`config.mk`:
```
export PLATFORM = sky130hd
export DESIGN_NAME = program_loader
export DESIGN_NICKNAME = d
export VERILOG_FILES = /design/src/rtl/program_loader_pkg.sv /design/src/rtl/program_loader_uart_rx.sv /design/src/rtl/program_loader.sv
export SDC_FILE = /design/constraint.sdc
export NUM_CORES = 1
export LEC_CHECK = 0
export ABC_CLOCK_PERIOD_IN_PS = 3600
export BUFFER_PORTS_ARGS = -buffer_cell sky130_fd_sc_hd__buf_4
export CAP_MARGIN = 20
export CORE_UTILIZATION = 50
export CTS_CLUSTER_DIAMETER = 150
export CTS_CLUSTER_SIZE = 24
export DETAILED_ROUTE_END_ITERATION = 10
export PLACE_DENSITY = 0.68
export SYNTH_ARGS = -nofsm -noshare
export SYNTH_HDL_FRONTEND = slang
export SYNTH_SLANG_ARGS = --single-unit
```
`constraint.sdc`:
```
create_clock -name clk -period 3.6 [get_ports clk]
set_input_delay 0.72 -clock clk [delete_from_list [all_inputs] [get_ports clk]]
set_output_delay 0.72 -clock clk [all_outputs]
set_load 0.02 [all_outputs]
```
`src/rtl/program_loader_pkg.sv`:
```
// Shared encodings and helpers for the serial program loader.
// Imported by uart_rx and program_loader.
package program_loader_pkg;

   typedef enum logic [1:0] {
      LOADER_STATE_RECV_LEN  = 2'd0,
      LOADER_STATE_RECV_DATA = 2'd1,
      LOADER_STATE_DONE      = 2'd2,
      LOADER_STATE_ERROR     = 2'd3
   } loader_state_t;

   typedef enum logic [1:0] {
      UART_IDLE  = 2'd0,
      UART_START = 2'd1,
      UART_DATA  = 2'd2,
      UART_STOP  = 2'd3
   } uart_state_t;

   localparam int UART_DATA_BITS        = 8;
   localparam int LOADER_BYTES_PER_WORD = 4;

   // Little-endian byte insert: lane 0 is bits [7:0].
   function automatic logic [31:0] set_lane(
      input logic [31:0] w,
      input logic [1:0]  lane,
      input logic [7:0]  b
   );
      logic [31:0] r;
      r = w;
      r[{lane, 3'b000} +: 8] = b;
      return r;
   endfunction

endpackage

```
`src/rtl/program_loader_uart_rx.sv`:
```
// 8N1 UART receiver, LSB first, with 2-flop input synchroniser.
// Emits one-cycle byte_valid or frame_error pulses per frame.
module uart_rx
   import program_loader_pkg::*;
#(
   parameter int CLKS_PER_BIT = 868
) (
   input  logic       clk,
   input  logic       reset_n,
   input  logic       rxd,
   output logic       byte_valid,
   output logic [7:0] byte_data,
   output logic       frame_error
);

   localparam int CW = $clog2(CLKS_PER_BIT);
   localparam int BW = $clog2(UART_DATA_BITS);
   localparam logic [CW-1:0] HALF_M1 = CW'(CLKS_PER_BIT / 2 - 1);
   localparam logic [CW-1:0] FULL_M1 = CW'(CLKS_PER_BIT - 1);
   localparam logic [BW-1:0] LAST_BIT = BW'(UART_DATA_BITS - 1);

   uart_state_t r_state;
   uart_state_t w_state_n;
   logic [1:0]    r_sync;
   logic          r_prev;
   logic [CW-1:0] r_cnt;
   logic [CW-1:0] w_cnt_n;
   logic [BW-1:0] r_bit;
   logic [BW-1:0] w_bit_n;
   logic [7:0]    r_shift;
   logic [7:0]    w_shift_n;
   logic          r_valid;
   logic          w_valid_n;
   logic          r_ferr;
   logic          w_ferr_n;
   logic          w_rx;

   assign w_rx        = r_sync[1];
   assign byte_valid  = r_valid;
   assign byte_data   = r_shift;
   assign frame_error = r_ferr;

   always_ff @(posedge clk or negedge reset_n) begin
      if (!reset_n) begin
         r_sync  <= 2'b11;
         r_prev  <= 1'b1;
         r_state <= UART_IDLE;
         r_cnt   <= '0;
         r_bit   <= '0;
         r_shift <= '0;
         r_valid <= 1'b0;
         r_ferr  <= 1'b0;
      end else begin
         r_sync  <= {r_sync[0], rxd};
         r_prev  <= w_rx;
         r_state <= w_state_n;
         r_cnt   <= w_cnt_n;
         r_bit   <= w_bit_n;
         r_shift <= w_shift_n;
         r_valid <= w_valid_n;
         r_ferr  <= w_ferr_n;
      end
   end

   always_comb begin
      w_state_n = r_state;
      w_cnt_n   = r_cnt + 1'b1;
      w_bit_n   = r_bit;
      w_shift_n = r_shift;
      w_valid_n = 1'b0;
      w_ferr_n  = 1'b0;
      unique case (r_state)
         UART_IDLE: begin
            w_cnt_n = '0;
            if (r_prev && !w_rx) w_state_n = UART_START;
         end
         UART_START: begin
            // A start bit that has gone high again by mid-bit is a glitch.
            if (r_cnt == HALF_M1) begin
               w_cnt_n   = '0;
               w_bit_n   = '0;
               w_state_n = w_rx ? UART_IDLE : UART_DATA;
            end
         end
         UART_DATA: begin
            if (r_cnt == FULL_M1) begin
               w_cnt_n   = '0;
               w_shift_n = {w_rx, r_shift[7:1]};
               if (r_bit == LAST_BIT) w_state_n = UART_STOP;
               else                   w_bit_n   = r_bit + 1'b1;
            end
         end
         UART_STOP: begin
            if (r_cnt == FULL_M1) begin
               w_cnt_n   = '0;
               w_state_n = UART_IDLE;
               w_valid_n = w_rx;
               w_ferr_n  = !w_rx;
            end
         end
         default: w_state_n = UART_IDLE;
      endcase
   end

endmodule

```
`src/rtl/program_loader.sv`:
```
// Boot loader: length-prefixed UART image written word by word to ROM.
// Holds the core in reset until the whole image is stored.
module program_loader
   import program_loader_pkg::*;
#(
   parameter int CLKS_PER_BIT = 868,
   parameter int ADDR_WIDTH   = 16
) (
   input  logic                  clk,
   input  logic                  reset_n,
   input  logic                  rxd,
   output logic                  rom_wren,
   output logic [ADDR_WIDTH-1:0] rom_address,
   output logic [31:0]           rom_write_data,
   output logic                  cpu_reset_n,
   output logic                  load_done,
   output logic                  load_error
);

   localparam int IW = ADDR_WIDTH - 1;
   localparam logic [31:0] CAPACITY = 32'd1 << (ADDR_WIDTH - 2);
   localparam logic [1:0]  LAST_LANE = 2'(LOADER_BYTES_PER_WORD - 1);

   logic       w_byte_valid;
   logic [7:0] w_byte_data;
   logic       w_frame_error;

   uart_rx #(
      .CLKS_PER_BIT(CLKS_PER_BIT)
   ) u_uart_rx (
      .clk        (clk),
      .reset_n    (reset_n),
      .rxd        (rxd),
      .byte_valid (w_byte_valid),
      .byte_data  (w_byte_data),
      .frame_error(w_frame_error)
   );

   loader_state_t r_state, w_state_n;
   logic [31:0]           r_len,   w_len_n;
   logic [1:0]            r_cnt,   w_cnt_n;
   logic [31:0]           r_word,  w_word_n;
   logic [IW-1:0]         r_idx,   w_idx_n;
   logic                  r_last,  w_last_n;
   logic                  r_wren,  w_wren_n;
   logic [ADDR_WIDTH-1:0] r_addr,  w_addr_n;
   logic [31:0]           r_wdata, w_wdata_n;
   logic                  r_cpu,   w_cpu_n;
   logic                  r_done,  w_done_n;
   logic                  r_err,   w_err_n;
   logic [31:0]           w_len_asm;
   logic [31:0]           w_word_asm;
   logic                  w_is_last;

   assign rom_wren       = r_wren;
   assign rom_address    = r_addr;
   assign rom_write_data = r_wdata;
   assign cpu_reset_n    = r_cpu;
   assign load_done      = r_done;
   assign load_error     = r_err;

   assign w_len_asm  = set_lane(r_len,  r_cnt, w_byte_data);
   assign w_word_asm = set_lane(r_word, r_cnt, w_byte_data);
   assign w_is_last  = (32'(r_idx) == r_len - 32'd1);

   always_ff @(posedge clk or negedge reset_n) begin
      if (!reset_n) begin
         r_state <= LOADER_STATE_RECV_LEN;
         r_len   <= '0;
         r_cnt   <= '0;
         r_word  <= '0;
         r_idx   <= '0;
         r_last  <= 1'b0;
         r_wren  <= 1'b0;
         r_addr  <= '0;
         r_wdata <= '0;
         r_cpu   <= 1'b0;
         r_done  <= 1'b0;
         r_err   <= 1'b0;
      end else begin
         r_state <= w_state_n;
         r_len   <= w_len_n;
         r_cnt   <= w_cnt_n;
         r_word  <= w_word_n;
         r_idx   <= w_idx_n;
         r_last  <= w_last_n;
         r_wren  <= w_wren_n;
         r_addr  <= w_addr_n;
         r_wdata <= w_wdata_n;
         r_cpu   <= w_cpu_n;
         r_done  <= w_done_n;
         r_err   <= w_err_n;
      end
   end

   always_comb begin
      w_state_n = r_state;
      w_len_n   = r_len;
      w_cnt_n   = r_cnt;
      w_word_n  = r_word;
      w_idx_n   = r_idx;
      w_last_n  = 1'b0;
      w_wren_n  = 1'b0;
      w_addr_n  = r_addr;
      w_wdata_n = r_wdata;
      w_cpu_n   = r_cpu;
      w_done_n  = r_done;
      w_err_n   = r_err;
      unique case (r_state)
         LOADER_STATE_RECV_LEN: begin
            if (w_frame_error) begin
               w_state_n = LOADER_STATE_ERROR;
               w_err_n   = 1'b1;
            end else if (w_byte_valid) begin
               w_len_n = w_len_asm;
               w_cnt_n = r_cnt + 1'b1;
               if (r_cnt == LAST_LANE) begin
                  if (w_len_asm == 32'd0) begin
                     w_state_n = LOADER_STATE_DONE;
                     w_done_n  = 1'b1;
                     w_cpu_n   = 1'b1;
                  end else if (w_len_asm > CAPACITY) begin
                     w_state_n = LOADER_STATE_ERROR;
                     w_err_n   = 1'b1;
                  end else begin
                     w_state_n = LOADER_STATE_RECV_DATA;
                  end
               end
            end
         end
         LOADER_STATE_RECV_DATA: begin
            // r_last marks the cycle the final word is on the ROM port.
            if (r_last) begin
               w_state_n = LOADER_STATE_DONE;
               w_done_n  = 1'b1;
               w_cpu_n   = 1'b1;
            end else if (w_frame_error) begin
               w_state_n = LOADER_STATE_ERROR;
               w_err_n   = 1'b1;
            end else if (w_byte_valid) begin
               w_word_n = w_word_asm;
               w_cnt_n  = r_cnt + 1'b1;
               if (r_cnt == LAST_LANE) begin
                  w_wren_n  = 1'b1;
                  w_wdata_n = w_word_asm;
                  w_addr_n  = {r_idx[IW-2:0], 2'b00};
                  w_idx_n   = r_idx + 1'b1;
                  w_last_n  = w_is_last;
               end
            end
         end
         LOADER_STATE_DONE:  ;
         LOADER_STATE_ERROR: ;
         default: w_state_n = LOADER_STATE_ERROR;
      endcase
   end

endmodule

```
======== Word-level counts from Yosys, hierarchy flattened ========
Index checks and enable logic that the tools add are counted.
cells by class
  reduce and logical (&&, ||, !) cells .... 18
  add/sub/neg operators ................... 6
  bitwise gates (word level) .............. 2
  muxes and demuxes ....................... 56
  order comparisons ....................... 1
  shift-type cells ........................ 2
  eq/ne operators ......................... 27
operators with widths
  cell                                                                     number
  32-bit bitwise mux                                                       2
  15-bit by 32-bit == test with 1-bit output                               1
  32-bit by 15-bit > comparator with 1-bit output, second input constant   1
  32-bit logical NOT                                                       1
  2-bit two-way mux                                                        16
  8-bit by 7-bit variable shift with 32-bit output, first input constant   1
  8-bit by 7-bit variable part select with 32-bit output                   1
  32-bit by 1-bit subtractor with 32-bit output, second input constant     1
  10-bit case mux with 3 select lines                                      1
  1-bit two-way mux                                                        26
  10-bit two-way mux                                                       2
  15-bit by 1-bit adder with 15-bit output, second input constant          1
  2-bit by 1-bit inequality test with 1-bit output, second input constant  7
  2-bit inequality test, second input constant                             6
  3-bit by 2-bit inequality test with 1-bit output, second input constant  4
  4-bit AND reduction                                                      3
  10-bit by 1-bit adder with 10-bit output, second input constant          1
  10-bit == test, second input constant                                    1
  10-bit by 9-bit == test with 1-bit output, second input constant         1
  5-bit AND reduction                                                      2
  3-bit two-way mux                                                        3
  2-bit case mux with 2 select lines                                       2
  2-bit case mux with 4 select lines                                       1
  5-bit negator with 7-bit output                                          1
  18 further kinds                                                         26
storage, ports and cells
  output and inout bits ................... 52
  logic and storage cells ................. 131
  input port bits ......................... 3
  flip-flop bits (word level) ............. 161

======== Longest topological paths before layout ========
  depth after elaboration ................. 10
  depth in mapped cells ................... 10
  mapped depth without buffers ............ 9

======== Hierarchy ========
A second synthesis with hierarchy kept.
second synthesis, totals
  cells, all modules ...................... 813
  area, all modules ....................... 7746.2 sq um
by module, submodules not included
  module          cells an instance  area an instance (sq um)  times used  seq. area each (sq um)
  program_loader  706                6424.9                    1           3328.2
  uart_rx         107                1321.3                    1           704.4

======== Worst setup path before layout ========
OpenSTA, ideal clock, no wires.
  path type ............................... register -> register
  from .................................... reg r_len[18]
  to ...................................... reg r_last
  arrival ................................. 2378 ps
  setup time .............................. 96 ps
  clock period less this slack ............ 2474 ps
  setup slack ............................. 1126 ps
  path buffers ............................ 0
  cell stages (with the launch flop) ...... 8
  data required time ...................... 3504 ps
  path through ............................ dfrtp_1 > or4_4 > nor3_2 > or3b_4 > o31ai_2 > nand3_1 > or4_1 > nor4_2
on the way
  longest elaborated chain between the ends .. 7
ends and longest elaborated chain
  what                                           line                   text
  start, declared                                program_loader.sv:40   logic [31:0] r_len, w_len_n;
  start signal, assigned                         program_loader.sv:82   r_len <= w_len_n;
  32-bit by 1-bit subtractor with 32-bit output  program_loader.sv:64   assign w_is_last = (32'(r_idx) == r_len - 32'd1);
  15-bit by 32-bit == test with 1-bit output     program_loader.sv:64
  1-bit two-way mux                              program_loader.sv:143  if (r_cnt == LAST_LANE) begin
  1-bit two-way mux                              program_loader.sv:140  end else if (w_byte_valid) begin
  1-bit two-way mux                              program_loader.sv:137  end else if (w_frame_error) begin
  1-bit two-way mux                              program_loader.sv:133  if (r_last) begin
  1-bit two-way mux                              program_loader.sv:109  unique case (r_state)
  net w_last_n                                   program_loader.sv:44   logic r_last, w_last_n;
  end signal, assigned                           program_loader.sv:86   r_last <= w_last_n;
  end, declared                                  program_loader.sv:44
The timed path passes the listed nets, and every way through them passes these cells.
A chain may end at the register's enable or synchronous reset.

======== Final worst setup path ========
  from .................................... reg r_len[0]
  to ...................................... reg r_last
Same word-level chain as after synthesis.

==> results.ini <==
[grt]
gr-total-overflow=0
grt_max_degree=84
grt_pass1_vias=5744
grt_util_all_layers_pct=23.6
grt_pass1_wl_um=28800
antenna_found_initial=0

[cells_and_area]
final_nets=849
post-route-cell-area_um2=8670
finalNonFillerCells=1031
area.growth.synth_to_final_pct=15.4
drive_above_1_share_pct=12.6
antenna_cells=0

[cts]
clockRootBuffer=clkbuf_16
cts_made_buffers=17
clk_transition_reported_paths_ns=0.06
cts_hold_buf=0
clk_latency_ns=0.43
cts_setup_buffers=0
cts_num_sinks=161
cts_buffer_depth=2
cts_tree=yes
cts_resized=0
htreeDepth=4

[drt]
via_count=5839
via_per_inst=5.66
route.detailed.drc=0
drt-pass1-iter-count=4
drt_iter0_drc=372
ant_nets=0
drt-total-wl_um=17300
routedWlPerCell_um=16.8

[yosys]
synth-edff-count=0
ys_warn_count=0
synthFlopType=dfrtp_1
synthCells=789
synth_top_area_cell=dfrtp_1
avgSynthCellArea_um2=9.52
ys_seq_area_share_pct=53.7
syn-cell-area_um2=7510
ys_seq_elements=161
async_flop_share_pct=100
synthDistinctLibCells=67
synthTopCellsByArea=dfrtp_1 (53%), nand2_1 (8.7%), o21ai_0 (4.9%), nor2_1 (3.7%), xnor2_1 (3.4%)
netlist.area_leader.share_pct=52.6

[job]
drv_cap=0

[setup_path]
cp.arrival_ns=3.11
endpoint_kind=register
critPathKind=reg -> reg
critPathRequiredTime_ns=3.93
startpoint_type=register
critPathMaxFanout=4

[die]
coreArea_um2=14600
start_util_pct=51.5
die_y_um=125
die_x_um=125
ios=55
row_count=44
dieArea_um2=15500

[sta]
fin_ws_ns=0.819
fmax_ghz=0.360
fin_crit_ns=2.78
skew_ns=0.00700
fin_tns_setup_ns=0
hold_viol=0
rsz0062_at_grt=false
hold-worst-slack_ns=0.230
worstMarginPinSlew_ns=0.841
slew_violations=0
slew_headroom_pct=43.7
period_share_pct=77.3
setup_violations=0

[placement]
gp_congestion=0.931
placed_cell_area_um2=8070
dp_hpwl_um=12200
dp_slack_ns=0.859
dp_cells=998
place.port_buffers=52

[status]
status=finished clean

[power_and_ir_drop]
power_density_nw_per_um2=442
p_leak_nw=4.00
peakVddDrop_mv=0.328

[min_path]
min_path_type=in -> async

==> cells in the final DEF (no fill, tap or decap), drive strengths merged, types with 3 or more instances in the layout <==
| master | count |
|---|---|
| inv | 13 |
| clkinv | 4 |
| o21ai | 74 |
| nor2 | 74 |
| clkbuf | 23 |
| or4 | 6 |
| nor2b | 4 |
| nand2 | 175 |
| dfrtp | 158 |
| nand3 | 16 |
| mux2i | 4 |
| mux2 | 9 |
| o22ai | 3 |
| bufinv | 3 |
| nor3 | 9 |
| nand4 | 10 |
| nor4 | 11 |
| and3 | 9 |
| a21oi | 5 |
| nand2b | 33 |
| xor2 | 14 |
| buf | 61 |
| dfstp | 3 |
| nand3b | 3 |
| ha | 12 |
| a31oi | 37 |
| nor4bb | 3 |
| xnor2 | 30 |
| o31ai | 3 |
==> cells in the mapped netlist (5+ instances only) <==
| master | instances |
|---|---|
| a21oi_1 | 5 |
| a31oi_1 | 37 |
| and3_1 | 9 |
| clkbuf_1 | 31 |
| dfrtp_1 | 158 |
| ha_1 | 12 |
| inv_1 | 13 |
| mux2_2 | 5 |
| nand2_1 | 175 |
| nand2b_1 | 33 |
| nand3_1 | 15 |
| nand4_1 | 10 |
| nor2_1 | 74 |
| nor3_1 | 8 |
| nor4_1 | 8 |
| o21ai_0 | 74 |
| or4_1 | 5 |
| xnor2_1 | 29 |
| xor2_1 | 14 |
==> per-stage QoR <==
step                total power [mW]  util, %
global placement                2.05     55.3
detailed placement              2.06     55.3
global route                    3.98     59.4
floorplan                       2.00        -
finish                          3.83     59.4
CTS                             3.87     59.3
==> state kept, by name (all words and copies together) (netlist names), 2 cells and up, named ones only <==
name,count
r_idx,15
r_state,2
r_word,32
u_uart_rx.byte_data,8
r_len,32
r_cnt,2
u_uart_rx.r_sync,2
rom_write_data,32
rom_address,14
u_uart_rx.r_cnt,10
u_uart_rx.r_bit,3
==> critical path, stage by stage, from the launching register on <==
cell,delay (ns)
dfrtp_1,0.40
inv_1,0.06
ha_1,0.31
xnor2_1,0.19
nor4_1,0.40
nand4_1,0.17
a2111o_1,0.33
or4_1,0.55
nor4_2,0.28
==> worst paths after layout <==
| check | startpoint | end | slack [ns] | cells past startpoint |
|---|---|---|---|---|
| worst max-delay path | r_len[0] | r_last | 0.82 | 8 |
| worst min-delay path | reset_n | rom_address[9] | 0.23 | 1 |
| worst max register to register | r_len[0] | r_last | 0.82 | 8 |
| worst min register to register | u_uart_rx.r_sync[0] | u_uart_rx.r_sync[1] | 0.36 | 0 |
| max in group asynchronous | reset_n | r_len[0] | 2.52 | 2 |
| min in group clk | u_uart_rx.r_sync[0] | u_uart_rx.r_sync[1] | 0.36 | 0 |
==> final cells by class <==
class	count	area [um2]
multi-input cells	580	3290
inverters	13	48.8
well taps	184	230
clock inverters	9	133
repair buffers	61	482
fillers	1213	5920
clock buffers	23	458
flip-flops and latches	161	4030
==> metal layers <==
metal	GRT usage, %	wire length [um]	part of all wire, %	up-vias
li1	-	-	-	2791
met1	32.0	7980	46	2891
met2	37.0	8230	48	129
met3	5.33	736	4.3	28
met4	8.79	338	2.0	0
met5	0	0	0	-
==> kinds of logic (layout without fill, tap and decap cells) <==
kind of cell,Yosys count,count (layout),synth area share [%]
and+or+nand+nor,365,365,22.9
DFF,161,161,53.7
AOI/OAI and AO/OA,144,144,11.5
buffers and inverters,49,106,2.61
xor gates and xnor gates,44,44,5.38
muxes,13,13,1.88
adders and majority gates,12,12,2.00
other,1,2,0.0499
==> power by group <==
group	internal, mW	switching, mW
registers	1.85	0.0432
logic	0.0519	0.0807
clock network	1.11	0.695
(Power assumes the default switching activity.)
